===== src/rtl/csr_access_sequencer.sv =====
// csr_access_sequencer
// Owns the single read/write port of the machine-mode CSR file and shares it
// between Zicsr read-modify-write instructions, trap entry and MRET. Trap entry
// and MRET touch several CSRs, so they are walked one register per cycle while
// the pipeline is held. Write data leaves unmasked; a masking stage sits
// between o_file_wdata and the CSR file.
module csr_access_sequencer #(
    parameter  logic [1:0] XLEN = 2'd2,                   // 2'd1: 32-bit, 2'd2: 64-bit
    localparam int         W    = 1 << (int'(XLEN) + 4)
) (
    input  logic          i_clk,
    input  logic          i_rst,
    // Zicsr instruction
    input  logic          i_csr_req,
    input  logic [11:0]   i_csr_addr,
    input  logic [2:0]    i_csr_funct3,
    input  logic [W-1:0]  i_csr_operand,
    input  logic          i_csr_src_zero,
    output logic          o_csr_ack,
    output logic [W-1:0]  o_csr_rdata,
    output logic          o_csr_illegal,
    // trap entry
    input  logic          i_trap_req,
    input  logic [W-1:0]  i_trap_cause,
    input  logic [W-1:0]  i_trap_pc,
    input  logic [W-1:0]  i_trap_tval,
    output logic          o_trap_done,
    // MRET
    input  logic          i_mret_req,
    output logic          o_mret_done,
    output logic [W-1:0]  o_redirect_pc,
    // CSR file port
    output logic [11:0]   o_file_addr,
    output logic          o_file_we,
    output logic [W-1:0]  o_file_wdata,
    input  logic [W-1:0]  i_file_rdata,
    // pipeline hold
    output logic          o_stall
);

    localparam logic [3:0] S_IDLE      = 4'd0;
    localparam logic [3:0] S_C_RW      = 4'd1;
    localparam logic [3:0] S_C_DONE    = 4'd2;
    localparam logic [3:0] S_T_MEPC    = 4'd3;
    localparam logic [3:0] S_T_MCAUSE  = 4'd4;
    localparam logic [3:0] S_T_MTVAL   = 4'd5;
    localparam logic [3:0] S_T_MTVEC   = 4'd6;
    localparam logic [3:0] S_T_MSTATUS = 4'd7;
    localparam logic [3:0] S_T_DONE    = 4'd8;
    localparam logic [3:0] S_R_MEPC    = 4'd9;
    localparam logic [3:0] S_R_MSTATUS = 4'd10;
    localparam logic [3:0] S_R_DONE    = 4'd11;

    localparam logic [11:0] ADDR_MSTATUS = 12'h300;
    localparam logic [11:0] ADDR_MTVEC   = 12'h305;
    localparam logic [11:0] ADDR_MEPC    = 12'h341;
    localparam logic [11:0] ADDR_MCAUSE  = 12'h342;
    localparam logic [11:0] ADDR_MTVAL   = 12'h343;

    // funct3[1:0]; funct3[2] only selects register vs immediate source
    localparam logic [1:0] OP_RW = 2'b01;
    localparam logic [1:0] OP_RS = 2'b10;
    localparam logic [1:0] OP_RC = 2'b11;

    // Trap entry: stack MIE into MPIE, disable interrupts, record M-mode as previous
    function automatic logic [W-1:0] trap_mstatus(input logic [W-1:0] s);
        logic [W-1:0] r;
        r        = s;
        r[7]     = s[3];
        r[3]     = 1'b0;
        r[12:11] = 2'b11;
        return r;
    endfunction

    // MRET: restore MIE from MPIE, set MPIE, previous mode stays M
    function automatic logic [W-1:0] mret_mstatus(input logic [W-1:0] s);
        logic [W-1:0] r;
        r        = s;
        r[3]     = s[7];
        r[7]     = 1'b1;
        r[12:11] = 2'b11;
        return r;
    endfunction

    logic [3:0]   state_q, state_d;
    logic [11:0]  addr_q, addr_d;
    logic [1:0]   op_q, op_d;
    logic [W-1:0] operand_q, operand_d;
    logic         src_zero_q, src_zero_d;
    logic [W-1:0] cause_q, cause_d;
    logic [W-1:0] pc_q, pc_d;
    logic [W-1:0] tval_q, tval_d;
    logic [W-1:0] old_q, old_d;
    logic         illegal_q, illegal_d;
    logic [W-1:0] redirect_q, redirect_d;

    logic         csr_ro;
    logic         csr_pending;
    logic [W-1:0] csr_new;

    // The immediate-form bit and the PC's low bits never influence the result
    logic unused_inputs;
    assign unused_inputs = ^{i_csr_funct3[2], i_trap_pc[1:0]};

    // Zicsr new-value and write-intent decode for the captured instruction
    always_comb begin
        // NOTE: every signal gets a default before the case so no path leaves it
        // unassigned; otherwise synthesis infers a latch to hold the old value.
        csr_ro      = (addr_q[11:10] == 2'b11);
        csr_pending = 1'b0;
        csr_new     = i_file_rdata;
        case (op_q)
            OP_RW: begin
                csr_pending = 1'b1;
                csr_new     = operand_q;
            end
            OP_RS: begin
                csr_pending = !src_zero_q;
                csr_new     = i_file_rdata | operand_q;
            end
            OP_RC: begin
                csr_pending = !src_zero_q;
                csr_new     = i_file_rdata & ~operand_q;
            end
            default: ;
        endcase
    end

    // Arbitration, sequencing and CSR file port drive
    always_comb begin
        state_d      = state_q;
        addr_d       = addr_q;
        op_d         = op_q;
        operand_d    = operand_q;
        src_zero_d   = src_zero_q;
        cause_d      = cause_q;
        pc_d         = pc_q;
        tval_d       = tval_q;
        old_d        = old_q;
        illegal_d    = illegal_q;
        redirect_d   = redirect_q;
        o_file_addr  = 12'h000;
        o_file_we    = 1'b0;
        o_file_wdata = '0;

        case (state_q)
            S_IDLE: begin
                if (i_trap_req) begin
                    state_d = S_T_MEPC;
                    cause_d = i_trap_cause;
                    pc_d    = {i_trap_pc[W-1:2], 2'b00};
                    tval_d  = i_trap_tval;
                end else if (i_mret_req) begin
                    state_d = S_R_MEPC;
                end else if (i_csr_req) begin
                    state_d    = S_C_RW;
                    addr_d     = i_csr_addr;
                    op_d       = i_csr_funct3[1:0];
                    operand_d  = i_csr_operand;
                    src_zero_d = i_csr_src_zero;
                end
            end
            S_C_RW: begin
                o_file_addr  = addr_q;
                o_file_we    = csr_pending && !csr_ro;
                o_file_wdata = csr_new;
                old_d        = i_file_rdata;
                illegal_d    = csr_pending && csr_ro;
                state_d      = S_C_DONE;
            end
            S_T_MEPC: begin
                o_file_addr  = ADDR_MEPC;
                o_file_we    = 1'b1;
                o_file_wdata = pc_q;
                state_d      = S_T_MCAUSE;
            end
            S_T_MCAUSE: begin
                o_file_addr  = ADDR_MCAUSE;
                o_file_we    = 1'b1;
                o_file_wdata = cause_q;
                state_d      = S_T_MTVAL;
            end
            S_T_MTVAL: begin
                o_file_addr  = ADDR_MTVAL;
                o_file_we    = 1'b1;
                o_file_wdata = tval_q;
                state_d      = S_T_MTVEC;
            end
            S_T_MTVEC: begin
                // Only exceptions reach here, so vectored mode never applies
                o_file_addr = ADDR_MTVEC;
                redirect_d  = {i_file_rdata[W-1:2], 2'b00};
                state_d     = S_T_MSTATUS;
            end
            S_T_MSTATUS: begin
                o_file_addr  = ADDR_MSTATUS;
                o_file_we    = 1'b1;
                o_file_wdata = trap_mstatus(i_file_rdata);
                state_d      = S_T_DONE;
            end
            S_R_MEPC: begin
                o_file_addr = ADDR_MEPC;
                redirect_d  = i_file_rdata;
                state_d     = S_R_MSTATUS;
            end
            S_R_MSTATUS: begin
                o_file_addr  = ADDR_MSTATUS;
                o_file_we    = 1'b1;
                o_file_wdata = mret_mstatus(i_file_rdata);
                state_d      = S_R_DONE;
            end
            S_C_DONE, S_T_DONE, S_R_DONE: begin
                state_d = S_IDLE;
            end
            default: begin
                state_d = S_IDLE;
            end
        endcase
    end

    // Completion pulses and results, decoded from state so reset clears them at once
    assign o_stall       = (state_q != S_IDLE);
    assign o_csr_ack     = (state_q == S_C_DONE);
    assign o_csr_rdata   = (state_q == S_C_DONE) ? old_q : '0;
    assign o_csr_illegal = (state_q == S_C_DONE) && illegal_q;
    assign o_trap_done   = (state_q == S_T_DONE);
    assign o_mret_done   = (state_q == S_R_DONE);
    assign o_redirect_pc = ((state_q == S_T_DONE) || (state_q == S_R_DONE)) ? redirect_q : '0;

    // State and captured-request registers
    always_ff @(posedge i_clk or posedge i_rst) begin
        // NOTE: non-blocking assignments so every flop samples the pre-edge
        // values of the others, regardless of statement order.
        if (i_rst) begin
            state_q    <= S_IDLE;
            addr_q     <= 12'h000;
            op_q       <= 2'b00;
            operand_q  <= '0;
            src_zero_q <= 1'b0;
            cause_q    <= '0;
            pc_q       <= '0;
            tval_q     <= '0;
            old_q      <= '0;
            illegal_q  <= 1'b0;
            redirect_q <= '0;
        end else begin
            state_q    <= state_d;
            addr_q     <= addr_d;
            op_q       <= op_d;
            operand_q  <= operand_d;
            src_zero_q <= src_zero_d;
            cause_q    <= cause_d;
            pc_q       <= pc_d;
            tval_q     <= tval_d;
            old_q      <= old_d;
            illegal_q  <= illegal_d;
            redirect_q <= redirect_d;
        end
    end

endmodule


===== config.mk =====
export PLATFORM = sky130hd
export DESIGN_NAME = csr_access_sequencer
export DESIGN_NICKNAME = d
export VERILOG_FILES = /design/src/rtl/csr_access_sequencer.sv
export SDC_FILE = /design/constraint.sdc
export NUM_CORES = 1
export LEC_CHECK = 0
export ABC_AREA = 1
export BUFFER_PORTS_ARGS = -buffer_cell sky130_fd_sc_hd__clkbuf_2
export CAP_MARGIN = 20
export CORE_AREA = 2 2 217 219
export DETAILED_ROUTE_END_ITERATION = 16
export DIE_AREA = 0 0 219 221
export PLACE_DENSITY = 0.72
export SYNTH_ARGS = -nofsm -noshare
export SYNTH_HDL_FRONTEND = slang
export SYNTH_SLANG_ARGS = --single-unit

===== constraint.sdc =====
create_clock -name i_clk -period 11.05 [get_ports i_clk]
set_input_delay 0.5525 -clock i_clk [delete_from_list [all_inputs] [get_ports i_clk]]
set_output_delay 0.5525 -clock i_clk [all_outputs]
set_load 0.1 [all_outputs]

# After elaboration in Yosys (flattened, before gate mapping)

Index checks and enable logic that the tools add are counted.

Flip-flop bits (word level): 402
Latch bits: 0
Memory bits (writable): 0
Memory bits (read-only): 0
Input bits: 341
Output and inout bits: 210
Logic and storage cells: 59
Memories: 0

Add/subtract/negate cells: 0
Multiply operators: 0
Div/mod/pow operators: 0
Magnitude comparators: 0
Eq/ne operators: 16
Shift-type cells: 0
Multiplexer cells: 12
Bitwise logic cells: 5
Reduce and logical (&&, ||, !) cells: 15

Operator list:

| cell                                                             | number |
|---|---|
| 64-bit case mux with 6 select lines                              | 1 |
| 64-bit case mux with 3 select lines                              | 1 |
| 64-bit two-way mux                                               | 2 |
| 64-bit case mux with 2 select lines                              | 1 |
| 12-bit case mux with 6 select lines                              | 1 |
| 64-bit bitwise AND                                               | 1 |
| 64-bit inverter                                                  | 1 |
| 64-bit bitwise OR                                                | 1 |
| 4-bit case mux with 9 select lines                               | 1 |
| 4-bit by 3-bit == test with 1-bit output (second input constant) | 4 |
| 4-bit == test (second input constant)                            | 4 |
| 4-bit two-way mux                                                | 3 |
| 4-bit by 2-bit == test with 1-bit output (second input constant) | 2 |
| 2-bit == test (second input constant)                            | 3 |
| 2-bit OR reduction                                               | 3 |
| 5-bit OR reduction                                               | 1 |
| 4-bit by 1-bit == test with 1-bit output (second input constant) | 1 |
| 4-bit zero test                                                  | 1 |
| 4-bit != test (second input constant)                            | 1 |
| 1-bit case mux with 2 select lines                               | 2 |
| 4-bit AND reduction                                              | 1 |
| 4-bit nonzero test                                               | 1 |
| 1-bit logical AND                                                | 3 |
| 2-bit by 1-bit == test with 1-bit output (second input constant) | 1 |
| 5 further kinds                                                  | 7 |

# Longest topological paths before layout

Depth after elaboration: 5
Gate-level depth with buffers: 8
Gate-level depth less buffers: 7

# Least setup slack after synthesis

OpenSTA, ideal clock, no wires.

Path kind: register -> output
Start point: register state_q[2]
End point: output port o_redirect_pc[10]
Arrival time: 4690 ps
Required time: 10498 ps
Slack: 5807 ps
Cell stages (with the launch flop): 7
Buffers on the path: 1
Cell sequence: dfrtp_1 > inv_2 > nand2_1 > nor3_1 > nor2_1 > buf_2 > nor2_1

Longest elaborated chain between the ends: 3
Elaborated cells on any way between the ends: 4
Those cells by class: eq/ne (2); mux (1); reduce/logical (1)

Ends and longest elaborated chain:

| what                   | RTL line | source |
|---|---|---|
| start, declared        | 85       | `logic [3:0] state_q, state_d;` |
| start signal, assigned | 247      | `state_q <= state_d;` |
| 4-bit == test          | -        |  |
| net o_trap_done        | 27       | `output logic o_trap_done,` |
| 1-bit logical OR       | 228      | `assign o_redirect_pc = ((state_q == S_T_DONE) \|\| (state_q == S_R_DONE)) ? redirect_q : '0;` |
| 64-bit two-way mux     | 228      |  |
| end, declared          | 31       | `output logic [W-1:0] o_redirect_pc,` |

The timed path passes the listed nets, and every way through them passes these cells.

# Worst setup path in the final report

Start point: register state_q[0]
End point: output port o_file_wdata[3]

Longest elaborated chain between the ends: 2
Elaborated cells on any way between the ends: 7
Those cells by class: eq/ne (6); mux (1)

Ends and longest elaborated chain:

| what                                  | RTL line | source |
|---|---|---|
| 4-bit == test (tied with other cells) | 146      | `case (state_q)` |
| 64-bit case mux with 6 select lines * | 146      |  |
| end, declared                         | 35       | `output logic [W-1:0] o_file_wdata,` |

Every way passes the cells marked *; elsewhere a longest branch is shown, timed or not.

==> reports/metrics.cfg <==
[logic_synthesis]
synthesis.area_mm2 = 0.0206
synth_area_leaders = dfrtp_1 49%, nand2_1 18%, nand3_1 9.2%
syn_area_per_cell_um2 = 7.07
ys_seq_area_frac = 0.489
synth_fp_nets = 3253
synth_cell_types = 22
ys_seq_elements = 402
yosys.cell_count.top_type = nand2_1
synth_common_cells = 1,013 x nand2_1, 402 x dfrtp_1, 379 x nand3_1
synth_top_cell_by_area = dfrtp_1
synth_ff_type = dfrtp_1
synth.top_cell.area_share = 0.489
synthCells = 2912
async_reset_ff_frac = 1.00
synth_edf_count = 0
ys_warn_count = 0

[timing]
setup_viol = 0
tightest_slew_ps = 1130
timing_hold_violations_final = 0
fin_worst_skew_ps = 14.7
finalCritPeriodShare = 0.502
drv_slew = 0
period_minus_slack_ps = 5540
fin_tns_setup_ps = 0
max_freq_ghz = 0.180
grt_setup_unrepaired = no
slew_headroom = 0.250

[layout]
final_layout_size_suffix_gt1_frac = 0.199
nFillCells = 4525
post-route-util = 0.544
finalNetCount = 3688
area_growth_syn_to_layout_pct = 21.7

[global_route]
grt_pass1_vias = 19500
grt_usage = 0.330
grt_pass1_wl_um = 120000
antenna_found_initial = 10
grt_max_degree = 110
overflow = 0

[critical_path]
crit_required_ps = 10500
critical_path_arrival_ps = 4990
cp-start-kind = flop
cp_max_fo = 102
endpoint_kind = output pin
path_class = reg2out

[power]
p_clk_frac = 0.171
p_int_mw = 3.98
p_comb_frac = 0.555
pwr-share-seq = 0.274
leakage_nw = 13.6
p_switching_mw = 5.07
p_per_area_mw_per_mm2 = 362
switching_share = 0.560
peakVddDrop_v = 0.000358

[min_path]
hp-class = in2async

[clock_tree]
cts_setup_buffers = 0
cts_resized = 0
clkTransAtPathRegs_ps = 60
cts_tree = built
clkSinkCount = 402
hold_buffers = 0
clk_latency_ps = 590
cts_buffers = 45
cts_max_path_buffers = 3
cts.htree.levels = 2
cts-root-buf = clkbuf_16

[die]
io_pins = 551
die_h_um = 221
die_x_um = 219
rows = 79
core_mm2 = 0.0461
die-area_mm2 = 0.0484
start_util = 0.447

[routing]
vias = 21000
post_drt_wl_per_cell_um = 20.4
drt-vias-per-instance = 5.25
drt_iter0_markers = 2278
drt-pass1-iter-count = 5
detail_route.wirelength_um = 81700
drc = 0
antenna_left = 0

[placement]
dp_hpwl_um = 58600
io_buffers = 547
globalplace.congestion = 0.922

[status]
run_status = finished, final reports clean

[job]
maxCapViolations = 0

area by class of cell:
| cell class | count | area, um2 | share of cell area |
|---|---|---|---|
| diodes | 11 | 27.5 | 0.00110 |
| well taps | 607 | 759 | 0.0303 |
| clock inverters | 11 | 140 | 0.00559 |
| repair buffers | 578 | 2990 | 0.119 |
| flip-flops and latches | 402 | 10100 | 0.402 |
| inverters | 308 | 1170 | 0.0466 |
| multi-input cells | 2012 | 8550 | 0.341 |
| clock buffers | 68 | 1360 | 0.0541 |
cell families (layout without fill, tap and decap cells):
logic type / Yosys count / count (layout) / share of synthesized area
compound gates: 338 / 338 / 0.0824
buf+inv: 498 / 965 / 0.0986
flops: 402 / 402 / 0.489
other cells: 0 / 11 / 0
simple gates: 1674 / 1674 / 0.330
worst paths after layout:
kind,startpoint,to,slack (ps),cells after the start
worst max-delay path,state_q[0]$_DFFE_PP0P_,o_file_wdata[3],5510,8
worst max register to register,state_q[0]$_DFFE_PP0P_,old_q[53]$_DFFE_PP0P_,6960,6
worst min-delay path,i_rst,old_q[48]$_DFFE_PP0P_,130,2
min in group i_clk,i_csr_operand[31],operand_q[31]$_DFFE_PP0P_,170,3
max in group asynchronous,i_rst,pc_q[44]$_DFFE_PP0P_,8110,5
worst min register to register,tval_q[3]$_DFFE_PP0P_,tval_q[3]$_DFFE_PP0P_,470,2
through the flow:
step	instance area, um2	worst slack (ps)	power (mW)	hold slack [ps]	instances
2_1_floorplan	20600	5080	6.34	442	2912
3_3_place_gp	23500	6060	7.40	455	3906
3_5_place_dp	23500	6050	7.47	459	3906
4_1_cts	25000	5450	9.04	135	3985
5_1_grt	25000	5080	9.53	157	3997
6_report	25000	5510	9.05	128	3997
layer usage:
metal | vias up | part of all wire | GRT usage
met2 | 1003 | 0.49 | 0.552
met5 | - | 0 | 0
li1 | 9928 | - | -
met4 | 0 | 0.050 | 0.172
met3 | 162 | 0.075 | 0.0553
met1 | 9899 | 0.38 | 0.410
critical path, cell delays in order, from the launching register on:
cell	delay [ps]
dfrtp_1	530
inv_2	90
nor2_4	720
nand2_1	740
inv_6	690
buf_4	860
nand2_1	120
nand3_1	160
clkbuf_2	470
layout by cell type, fill, tap and decap left out, types with 30 or more instances in the layout:
master / synthesis / routed
inv_1: 301 / 299
clkbuf_2: 0 / 547
nand3_1: 379 / 379
clkbuf_16: 0 / 47
o21ai_1: 48 / 48
nor2_1: 271 / 267
nand2_1: 1013 / 1009
dfrtp_1: 402 / 401
buf_4: 6 / 30
o21ai_0: 286 / 286
registers in the layout, indices dropped and copies added (netlist names), 2 cells and up:
name	count
operand_q	64
redirect_q	64
op_q	2
cause_q	64
old_q	64
tval_q	64
state_q	4
pc_q	62
addr_q	12
power groups by stage:
| stage | clock network [mW] | logic [mW] | registers, mW |
|---|---|---|---|
| 2_1_floorplan | 0 | 3.92 | 2.42 |
| 3_3_place_gp | 0 | 4.93 | 2.46 |
| 3_5_place_dp | 0 | 4.98 | 2.49 |
| 4_1_cts | 1.56 | 5.00 | 2.47 |
| 5_1_grt | 1.62 | 5.36 | 2.55 |
| 6_report | 1.55 | 5.03 | 2.48 |
(Power assumes the default switching activity.)
